[config.mk]
export PLATFORM = sky130hd
export DESIGN_NAME = ls153_rr_scheduler
export DESIGN_NICKNAME = d
export VERILOG_FILES = /design/src/rtl/ls153_rr_scheduler.sv
export SDC_FILE = /design/constraint.sdc
export NUM_CORES = 1
export LEC_CHECK = 0
export ABC_AREA = 1
export CELL_PAD_IN_SITES_DETAIL_PLACEMENT = 1
export CELL_PAD_IN_SITES_GLOBAL_PLACEMENT = 1
export CORE_ASPECT_RATIO = 0.5
export CORE_MARGIN = 2
export CORE_UTILIZATION = 38
export CTS_CLUSTER_DIAMETER = 60
export CTS_CLUSTER_SIZE = 40
export DETAILED_ROUTE_END_ITERATION = 8
export PLACE_DENSITY_LB_ADDON = 0.08
export SYNTH_ARGS = -nofsm -noshare
export SYNTH_HDL_FRONTEND = slang
export SYNTH_SLANG_ARGS = --single-unit
[constraint.sdc]
create_clock -name CLK -period 2 [get_ports CLK]
set_input_delay 0.3 -clock CLK [delete_from_list [all_inputs] [get_ports CLK]]
set_output_delay 0.3 -clock CLK [all_outputs]
set_load 0.01 [all_outputs]
[src/rtl/ls153_rr_scheduler.sv]
// ----------------------------------------------------------------------------
// ls153_rr_scheduler
//
// Round-robin time-slot scheduler that shares one 4-to-1 data selector
// (dual 4-line data-selector type) among four serial requesters. It drives
// the selector's select lines {B,A} and active-low enable G, reports a
// one-hot grant, and contains the selector datapath so Y carries the data
// line of the granted requester.
//
// Each slot lasts at most HOLD_CYCLES cycles. Every slot is followed by one
// gap cycle with G=1, so the shared line breaks before the next source is
// connected. {B,A} only changes at an arbitration edge, never while G=0.
//
// Parameters:
//   HOLD_CYCLES - maximum grant length per slot (1..255, 0 behaves as 1)
//   CW          - width of the slot hold counter
//
// Ports:
//   CLK   in   system clock, rising edge
//   RST   in   synchronous active-high reset
//   LOCK  in   (only with LS153_SCHED_LOCK_EN) extend the current slot
//   REQ   in   [3:0] level request per channel
//   D     in   [3:0] data lines, D[i] feeds selector input Ci
//   A     out  select LSB, registered
//   B     out  select MSB, registered
//   G     out  active-low selector enable, registered (1 = Y forced 0)
//   GNT   out  [3:0] one-hot grant, registered, zero when idle or in a gap
//   BUSY  out  high in GRANT and GAP
//   Y     out  selector output, G ? 0 : D[{B,A}]
//
// Optional feature macro: LS153_SCHED_LOCK_EN
//   When defined, a LOCK input keeps an expired slot granted while LOCK=1.
// ----------------------------------------------------------------------------
module ls153_rr_scheduler #(
    parameter int HOLD_CYCLES = 4,
    parameter int CW          = 8
) (
    input  logic       CLK,
    input  logic       RST,
`ifdef LS153_SCHED_LOCK_EN
    input  logic       LOCK,
`endif
    input  logic [3:0] REQ,
    input  logic [3:0] D,
    output logic       A,
    output logic       B,
    output logic       G,
    output logic [3:0] GNT,
    output logic       BUSY,
    output logic       Y
);

    localparam logic [1:0] S_IDLE  = 2'd0;
    localparam logic [1:0] S_GRANT = 2'd1;
    localparam logic [1:0] S_GAP   = 2'd2;

    // Counter reload value. A slot of N cycles counts N-1 down to 0.
    localparam logic [CW-1:0] HOLD_M1 =
        (HOLD_CYCLES <= 1) ? '0 : CW'(HOLD_CYCLES - 1);

    logic [1:0]    state_q, state_d;
    logic [1:0]    ba_q,    ba_d;
    logic          g_q,     g_d;
    logic [3:0]    gnt_q,   gnt_d;
    logic [CW-1:0] cnt_q,   cnt_d;
    logic [1:0]    last_q,  last_d;

    logic          win_valid;
    logic [1:0]    win;
    logic [1:0]    idx;
    logic          lock_hold;

`ifdef LS153_SCHED_LOCK_EN
    assign lock_hold = LOCK;
`else
    assign lock_hold = 1'b0;
`endif

    // Rotating priority search starting at the channel after the last one
    // served. The 2-bit index wraps mod 4 naturally.
    always_comb begin
        // NOTE: every signal written here gets a default first, so no path
        // leaves it unassigned and no latch is inferred.
        win_valid = 1'b0;
        win       = 2'd0;
        idx       = 2'd0;
        for (int k = 1; k <= 4; k++) begin
            idx = last_q + 2'(k);
            if (!win_valid && REQ[idx]) begin
                win_valid = 1'b1;
                win       = idx;
            end
        end
    end

    always_comb begin
        state_d = state_q;
        ba_d    = ba_q;
        g_d     = g_q;
        gnt_d   = gnt_q;
        cnt_d   = cnt_q;
        last_d  = last_q;

        case (state_q)
            S_IDLE, S_GAP: begin
                if (win_valid) begin
                    ba_d    = win;
                    g_d     = 1'b0;
                    gnt_d   = 4'b0001 << win;
                    cnt_d   = HOLD_M1;
                    state_d = S_GRANT;
                end else begin
                    // {B,A} keeps its last value while idle.
                    g_d     = 1'b1;
                    gnt_d   = 4'b0000;
                    state_d = S_IDLE;
                end
            end
            S_GRANT: begin
                // Release on a dropped request or on slot expiry; an
                // asserted LOCK suppresses only the expiry.
                if (!REQ[ba_q] || (cnt_q == '0 && !lock_hold)) begin
                    g_d     = 1'b1;
                    gnt_d   = 4'b0000;
                    last_d  = ba_q;
                    state_d = S_GAP;
                end else if (cnt_q != '0) begin
                    cnt_d = cnt_q - CW'(1);
                end
            end
            default: begin
                g_d     = 1'b1;
                gnt_d   = 4'b0000;
                state_d = S_IDLE;
            end
        endcase
    end

    always_ff @(posedge CLK) begin
        // NOTE: all control flops are reset here; last_q=3 gives channel 0
        // first priority after reset, and reset wins even mid-grant.
        if (RST) begin
            state_q <= S_IDLE;
            ba_q    <= 2'd0;
            g_q     <= 1'b1;
            gnt_q   <= 4'b0000;
            cnt_q   <= '0;
            last_q  <= 2'd3;
        end else begin
            // NOTE: non-blocking assignments so every flop samples the
            // values computed before this edge, independent of order.
            state_q <= state_d;
            ba_q    <= ba_d;
            g_q     <= g_d;
            gnt_q   <= gnt_d;
            cnt_q   <= cnt_d;
            last_q  <= last_d;
        end
    end

    assign A    = ba_q[0];
    assign B    = ba_q[1];
    assign G    = g_q;
    assign GNT  = gnt_q;
    assign BUSY = (state_q != S_IDLE);
    assign Y    = g_q ? 1'b0 : D[ba_q];

endmodule

* Word level (Yosys, flattened, before mapping)
Cells that the tools add are included.
** Word-level totals
- Output and inout port bits :: 9
- Word-level logic and storage cells :: 73
- Bits of input ports :: 10
- Register bits after elaboration :: 19
** Cells by class
- Equal/unequal tests :: 6
- Shifts and indexed selects :: 1
- $add $sub $neg :: 4
- Mux-type cells :: 34
- $lt $le $gt $ge :: 5
- Reduce and logical (&&, ||, !) cells :: 17
** Operator list (number)
- 8-bit 2-to-1 mux :: 3
- 8-bit case mux with 2 select lines :: 1
- 2-bit by 3-bit less-than comparator with 1-bit output (second input constant) :: 5
- 1-bit 2-to-1 mux :: 14
- 1-bit binary-select mux with 2-bit select :: 6
- 2-bit 2-to-1 mux :: 5
- 8-bit logical NOT :: 1
- 4-bit 2-to-1 mux :: 2
- 2-bit inequality test (second input constant) :: 4
- 4-bit case mux with 2 select lines :: 1
- 8-bit nonzero test :: 1
- 8-bit by 1-bit subtractor with 8-bit output (second input constant) :: 1
- 2-bit adder (second input constant) :: 2
- 1-bit logical NOT :: 4
- 2-bit case mux with 2 select lines :: 1
- 2-bit AND reduction :: 2
- 4-bit AND reduction :: 1
- 2-bit nonzero test :: 2
- 1-bit by 2-bit << shifter with 4-bit output (first input constant) :: 1
- 1-bit logical AND :: 3
- 2-bit by 1-bit adder with 2-bit output (second input constant) :: 1
- 2-bit by 1-bit == test with 1-bit output (second input constant) :: 1
- 2-bit == test (second input constant) :: 1
- 2-bit logical NOT :: 1
- other kinds (3) :: 3

* Longest topological paths before layout
- Word-level depth :: 16
- Depth in mapped cells :: 13
- Gate-level depth less buffers :: 12

* Least setup slack after synthesis
Ideal clock, no wire load.
- Path kind :: register to register
- Start point :: register last_q[1]
- End point :: register gnt_q[1] (netlist: GNT[1])
- Stages on the path, launching flop included :: 14
- Period minus slack after synthesis :: 1450 ps
- Setup time :: 136 ps
- Path slack :: 550 ps
- Required time :: 1864 ps
- Buffers on the path :: 2
- Arrival :: 1314 ps
- Cells stage by stage :: dfxtp_1 -> buf_4 -> inv_4 -> nand2_1 -> nand2_2 -> nand2_2 -> nand2_4 -> nor2_8 -> nand3b_4 -> nand2_4 -> buf_12 -> nor2_4 -> nand2_1 -> a21oi_2
** Between the ends
- Cells in the longest elaborated chain, start to end :: 16
- Elaborated cells on any way between the ends :: 28
- Those cells by class :: add/sub: 3; shift: 1; mux: 18; reduce/logical: 6
** RTL lines
- start: declaration :: line 66 : logic [1:0] last_q, last_d;
- start signal: assignment :: line 157 : last_q <= last_d;
- 2-bit by 1-bit adder with 2-bit output :: line 88 : idx = last_q + 2'(k);
- 1-bit binary-select mux with 2-bit select :: line 89 : if (!win_valid && REQ[idx]) begin
- 1-bit 2-to-1 mux (not written as such) :: line 89
- 1-bit 2-to-1 mux :: line 89
- 1-bit logical NOT :: line 89
- 1-bit logical AND :: line 89
- 1-bit 2-to-1 mux :: line 89
- 1-bit logical NOT :: line 89
- 1-bit logical AND :: line 89
- 1-bit 2-to-1 mux :: line 89
- 1-bit logical NOT :: line 89
- 1-bit logical AND :: line 89
- 2-bit 2-to-1 mux :: line 89
- 1-bit by 2-bit << shifter with 4-bit output :: line 109 : gnt_d = 4'b0001 << win;
- 4-bit 2-to-1 mux (*) :: line 106 : if (win_valid) begin
- 4-bit case mux with 2 select lines (*) :: line 104 : case (state_q)
- end signal: assignment :: line 155 : gnt_q <= gnt_d;
- end: declaration :: line 64 : logic [3:0] gnt_q, gnt_d;
Mark *: on every way between the ends. The rest lies on a longest branch, timed or not. The select of a mux whose other input is x is not followed.
A chain may end at the register's enable or synchronous reset.

* Worst setup path after layout
- Start point :: register last_q[1]
- End point :: register cnt_q[2]
** Between the ends
- Cells in the longest elaborated chain, start to end :: 15
- Elaborated cells on any way between the ends :: 23
- Those cells by class :: add/sub: 3; eq/ne: 1; mux: 12; reduce/logical: 7
** RTL lines
- 2-bit by 1-bit adder with 2-bit output :: line 88
- 1-bit binary-select mux with 2-bit select :: line 89
- 1-bit 2-to-1 mux (not written as such) :: line 89
- 1-bit 2-to-1 mux :: line 89
- 1-bit logical NOT :: line 89
- 1-bit logical AND :: line 89
- 1-bit 2-to-1 mux :: line 89
- 1-bit logical NOT :: line 89
- 1-bit logical AND :: line 89
- 1-bit 2-to-1 mux :: line 89
- 1-bit logical NOT :: line 89
- 1-bit logical AND :: line 89
- 1-bit 2-to-1 mux (*) :: line 89
- 2-bit inequality test (no line) (*)
- 4-bit AND reduction (no line) (*)
- end signal: assignment :: line 156 : cnt_q <= cnt_d;
- end: declaration :: line 65 : logic [CW-1:0] cnt_q, cnt_d;
Marked as above.

==> results.md <==
* Overall Global Routing Usage at 0.1873
* Final setup fails at 0
* Clk root buf: clkbuf_8
* Syn avg cell area at 6.953 sq um
* Sequential share of the synthesized area at 0.2820
* Clk slew on worst S/H paths at 0.07 ns
* Cell count after synthesis at 194
* Stages on the worst setup path at 11
* CTS tree: built
* Io pins at 19
* Maximum number of pins on one net before global-route repair at 14
* Total gr overflow at 0
* Die W at 88.26 microns
* Count of input and output buffers at 18
* Most frequent cells in the layout: nand2_1, nand3_1, inv_1
* Critical path required time at 2.19 ns
* Final-stage net count at 233
* Final instance area at 1660 sq um
* TritonCTS Buffers at 3
* Crit path max-delay cell type: dfxtp_1
* R2R setup slack at 0.28 ns
* Leading area contributor after synthesis: dfxtp_1
* DR iter-0 viols at 47
* FF-to-FF path depth at 11
* Max rail drop VDD at 532.0 uV
* FF-to-FF Start: last_q[1]$_SDFFE_PP1P_
* Hold slack at 0.4702 ns
* Fin crit period at 1.716 ns
* Crit-path cells: inv_4, nand2_1, nand2_2, nand2_2, nand2_4, nor2_8, nand3b_4, nand2_4, buf_4, nand3_2, a21oi_2
* Max-Cap Viols at 0
* Rows at 15
* Starting Density at 0.3949
* Initial antenna violation count at 0
* Worst r2r dst: cnt_q[2]$_SDFFE_PP0P_
* Synth area leaders: dfxtp_1, nand2_1, nand3_1
* Via count at 1308
* Worst hold path class: register to register
* Commonest non-fill, non-tap cell in the layout: nand2_1
* Final worst path period share at 0.8579
* Post-synth ARST share at 0
* Setup crit start: last_q[1]$_SDFFE_PP1P_
* Clock skew at 0.002136 ns
* Fmax at 582.8 MHz
* CP endpoint kind: register
* Final WL at 3443 microns
* Cell Area, Synth at 1349 sq um
* Die Ht at 46.13 microns
* Inserted Diodes at 0
* Clk sinks at 19
* Die ar. at 4071 sq um
* Number of synthesized flops with an enable pin at 0
* Via-to-Cell Ratio at 4.827
* Synth warn at 0
* H-tree Lvls at 1
* Clock tree buffer depth at 2
* Final Hold Viols at 0
* Setup bufs post-CTS at 0
* Buffers plus inverters on the worst setup path at 2
* Status: completed
* ANT nets after route at 0
* Skew-Pair Late Insertion Delay at 0.26 ns
* Placed Area at 1610 sq um
* Cell family contributing the most delay on the critical path: simple AND/OR/NAND/NOR gates
* Final slew viol count at 0
* Core area at 3416 sq um
* Flops & latches, synth at 19
* First-pass GRT wire length at 5823 microns
* Drt first pass iters at 4
* Post-DP HPWL at 2766 microns
* Measured slew at the worst slew-check pin at 0.2900 ns
* CP Launch Type: register
* Synth top area share at 0.2820
* TNS Setup at 0 ns
* Post_cts resized at 0
* RSZ-0062 raised after global routing: no
* Leakage at 0.7597 nW
* Vias in the first global route at 1304
* WS Path Type: register to register
* # fillers at 453
* Slew HR at 0.8064
* Synth cell types at 28
* DR DRC count at 0
* Area Overhead vs Synth at 23.10%
* Setup crit end: cnt_q[2]$_SDFFE_PP0P_
* Routability Congestion at 0.8031
* Share of cells above drive strength 1 at 0.2091
* Syn nets at 206
* Hold buffer count at cts at 0
* Slowest stage delay, CP at 0.49 ns
* Ys flop type: dfxtp_1
* Arr. time, crit path at 1.91 ns
* Pwr/cell area at 1469 nW/um^2
* Mean routed wirelength per cell at 12.70 microns
* CP max FO at 9
==> worst reg2reg max path, stage by stage, from the launching register on <==
cell      delay (ns)
dfxtp_1         0.49
inv_4           0.08
nand2_1         0.09
nand2_2         0.07
nand2_2         0.10
nand2_4         0.09
nor2_8          0.13
nand3b_4        0.10
nand2_4         0.09
buf_4           0.20
nand3_2         0.09
a21oi_2         0.14
==> cell type report <==
cell class                      count  area (sq um)  share of cell area
Multi-Input combinational cell    146         822.0              0.4951
Sequential cell                    19         382.9              0.2306
Timing Repair Buffer               28         257.7              0.1552
Inverter                           23         88.84             0.05350
Tap cell                           51         63.81             0.03843
Clock buffer                        4         45.04             0.02713
==> state kept, by name, summed over array words and instances, names as in the netlist <==
| name | flops |
|---|---|
| cnt_q | 8 |
| ba_q | 2 |
| G | 1 |
| GNT | 4 |
| state_q | 2 |
| last_q | 2 |
==> worst min path at each step <==
stage | startpoint | to | slack, ns | depth (start not counted)
after floorplan | RST | state_q[0]$_SDFFE_PP0P_ | 0.37 | 1
after global placement | GNT[3]$_SDFFE_PP0P_ | GNT[3]$_SDFFE_PP0P_ | 0.46 | 2
after detailed placement | GNT[3]$_SDFFE_PP0P_ | GNT[3]$_SDFFE_PP0P_ | 0.47 | 2
after CTS | GNT[3]$_SDFFE_PP0P_ | GNT[3]$_SDFFE_PP0P_ | 0.48 | 2
after global routing | GNT[3]$_SDFFE_PP0P_ | GNT[3]$_SDFFE_PP0P_ | 0.50 | 2
final | GNT[3]$_SDFFE_PP0P_ | GNT[3]$_SDFFE_PP0P_ | 0.47 | 2
==> cells by family after synthesis <==
logic type | Yosys count | share of synthesized area
AND/OR/NAND/NOR | 111 | 0.4304
XOR/XNOR | 6 | 0.03896
adder cells (fa/ha/maj) | 2 | 0.01855
AO/OA/AOI/OAI | 27 | 0.1215
flip-flops | 19 | 0.2820
buffers and inverters | 29 | 0.1085
==> through the flow <==
stage                       util  setup slack (ns)  total power, mW  std cells
after detailed placement  0.4714           0.02704            2.188        267
final                     0.4861            0.2842            2.439        271
after floorplan                -            0.5496            1.750        194
after global placement    0.4714           0.05072            2.149        267
after global routing      0.4861            0.1084            2.687        271
after CTS                 0.4846           0.01904            2.475        271
==> per-layer routing <==
metal / global-route usage / share of wire / vias to the layer above
li1: - / - / 675
met1: 0.2416 / 0.50 / 624
met2: 0.3338 / 0.48 / 7
met3: 0.04301 / 0.021 / 2
met4: 0.02727 / 0.0023 / 0
met5: 0 / 0 / -
==> synth_stat cells (2+ instances only) <==
cell and count:
dfxtp_1 19, nand3_1 21, nand3_2 7, nand4_1 3, ha_1 2, a21oi_1 10, o21ai_0 8, inv_2 2
nand2_4 2, nand2_2 9, inv_1 20, xor2_1 6, buf_4 3, nor2_1 16, a21oi_2 6, nand2_1 47
o211ai_1 2
==> power breakdown <==
group | internal [mW] | total (mW) | switching [mW] | leakage [nW]
clock | 0.142 | 0.270 | 0.128 | 0.0228
combinational | 0.619 | 1.55 | 0.932 | 0.580
sequential | 0.503 | 0.618 | 0.115 | 0.157
total | 1.26 | 2.44 | 1.18 | 0.760
No activity file was read; power rests on OpenSTA's default activity.
==> patch (config.mk and constraints unchanged) <==
Reset style: asynchronous (`RST`), changed in one clocked block. Comments in the files are not updated.
--- a/src/rtl/ls153_rr_scheduler.sv
+++ b/src/rtl/ls153_rr_scheduler.sv
@@ -136,7 +136,7 @@
         endcase
     end
 
-    always_ff @(posedge CLK) begin
+    always_ff @(posedge CLK or posedge RST) begin
         // NOTE: all control flops are reset here; last_q=3 gives channel 0
         // first priority after reset, and reset wins even mid-grant.
         if (RST) begin
Function: differs if RST is asserted again (counterexample within 4 cycles, from zero or initial values and one cycle with RST high); with RST held inactive, the same outputs for 10 cycles.
==> patch against the unedited design <==
Die area down 2.8%; clock power grew 3%; sequential power rose by 22%; core utilization grew 2.3 points; final area is 3.8% lower; setup slack worse by 78 ps; power rose by 15%; wire length decreased by 6.4%; synthesized area fell by 3.0%; sequential cell count did not move; hold slack got worse by 110 ps; final cell count down 11%.
==> patch: results (changes against the unedited design) <==
\begin{tabular}{lr}
\hline
Metric & Value \\
\hline
\multicolumn{2}{l}{\textbf{Synth}} \\
Cells after Synth & 178 (was 194) \\
Async S/R FF share, synth & 1.00 (was 0) \\
Syn Nets & 190 (was 206) \\
Fraction of synthesized cell area taken by the top area cell type & 0.306 (was 0.282) \\
Predominant post-synthesis flop cell & sky130\_fd\_sc\_hd\_\_dfrtp\_1 (was sky130\_fd\_sc\_hd\_\_dfxtp\_1) \\
Leading cell types by count after synthesis & sky130\_fd\_sc\_hd\_\_nand2\_1 (53), sky130\_fd\_sc\_hd\_\_inv\_1 (17), sky130\_fd\_sc\_hd\_\_nor2\_1 (17), sky130\_fd\_sc\_hd\_\_dfrtp\_1 (16), sky130\_fd\_sc\_hd\_\_nand3\_1 (16) (was sky130\_fd\_sc\_hd\_\_nand2\_1 (47), sky130\_fd\_sc\_hd\_\_nand3\_1 (21), sky130\_fd\_sc\_hd\_\_inv\_1 (20), sky130\_fd\_sc\_hd\_\_dfxtp\_1 (19), sky130\_fd\_sc\_hd\_\_nor2\_1 (16)) \\
Synth cell types & 25 (was 28) \\
\multicolumn{2}{l}{\textbf{Critical path}} \\
Max FO, Critical Path & 12 (was 9) \\
Worst Setup SP & last\_q[0] (was last\_q[1]) \\
CP Data Arrival Time & 2000 ps (was 1910 ps) \\
\multicolumn{2}{l}{\textbf{Layout}} \\
Area taken by multi-input logic gates & 719 um\^{}2 (was 822 um\^{}2) \\
Filler cells & 398 (was 453) \\
Non-clock buffer instance count of the final layout & 22 (was 28) \\
Sequential Area & 482 um\^{}2 (was 383 um\^{}2) \\
Area fraction of clock buffers and clock inverters & 0.0290 (was 0.0271) \\
Non-clk invs & 22 (was 23) \\
Number of nets in the final layout & 215 (was 233) \\
Total number of multi-input combinational cells & 135 (was 146) \\
\multicolumn{2}{l}{\textbf{GRT}} \\
Number of global-route vias before repair & 1195 (was 1304) \\
Total routing usage reported by global routing & 0.183 (was 0.187) \\
\multicolumn{2}{l}{\textbf{Run status}} \\
Run status & finished, final reports clean (unchanged) \\
\multicolumn{2}{l}{\textbf{Power}} \\
Leakage power figure & 0.845 nW (was 0.760 nW) \\
Largest vdd supply drop & 0.698 mV (was 0.532 mV) \\
Areal power density over the cells & 1750 mW/mm\^{}2 (was 1470 mW/mm\^{}2) \\
\multicolumn{2}{l}{\textbf{Place}} \\
Placement-stage worst setup slack & 44.6 ps (was 27.0 ps) \\
Final weighted congestion of routability-driven global placement & 0.777 (was 0.803) \\
Total instance count after detailed placement & 237 (was 267) \\
\multicolumn{2}{l}{\textbf{Timing}} \\
Worst rel slew slack & 0.824 (was 0.806) \\
\multicolumn{2}{l}{\textbf{Floorplanning}} \\
Placeable Area & 0.00314 mm\^{}2 (was 0.00342 mm\^{}2) \\
\hline
\end{tabular}
[patch: changes by cell type after synthesis, moves of 5 or more]
cell                      change
sky130_fd_sc_hd__nand2_1      +6
sky130_fd_sc_hd__a21oi_1      -5
sky130_fd_sc_hd__nand3_1      -5
sky130_fd_sc_hd__dfrtp_1     +16
sky130_fd_sc_hd__a21oi_2      -6
sky130_fd_sc_hd__dfxtp_1     -19
sky130_fd_sc_hd__nand3_2      -7
[patch: final timing paths]
check | end | slack (ps) | depth (start not counted)
min in group CLK | G | 480 | 2
max in group asynchronous | last_q[0] | 1370 | 3
min | cnt_q[2] | 360 | 3
max | cnt_q[2] | 210 | 12
min reg2reg | G | 480 | 2
max reg2reg | cnt_q[2] | 210 | 12
[patch: worst max-delay path: cells and delay by family, from the launching register on]
family	cells	cell delay, ps
AND/OR/NAND/NOR	10	900
flip-flops	1	640
buffers and inverters	2	190
[patch: timing repair]
action | in CTS | in global routing
buffers inserted | 0 | 1
gates resized for setup | 1 | 3
endpoints found under the setup margin | 1 | 5
[patch: cell families after synthesis]
| group | after synthesis | share of synthesized area |
|---|---|---|
| buffers and inverters | 24 | 0.0841 |
| adders and majority gates | 2 | 0.0191 |
| DFF | 19 | 0.366 |
| xor gates and xnor gates | 6 | 0.0402 |
| AOI/OAI and AO/OA | 17 | 0.0727 |
| and+or+nand+nor | 110 | 0.418 |
[patch: power breakdown]
part / internal [mW] / switching, mW / leakage (nW)
combinational: 0.654 / 1.11 / 0.584
sequential: 0.576 / 0.175 / 0.236
clock: 0.139 / 0.138 / 0.0255
[patch: layer usage]
layer  GRT usage  wire length (um)  part of all wire
met5           0                 0                 0
met4      0.0469                28            0.0087
met3      0.0380                70             0.022
met2       0.339              1540              0.48
met1       0.221              1580              0.49
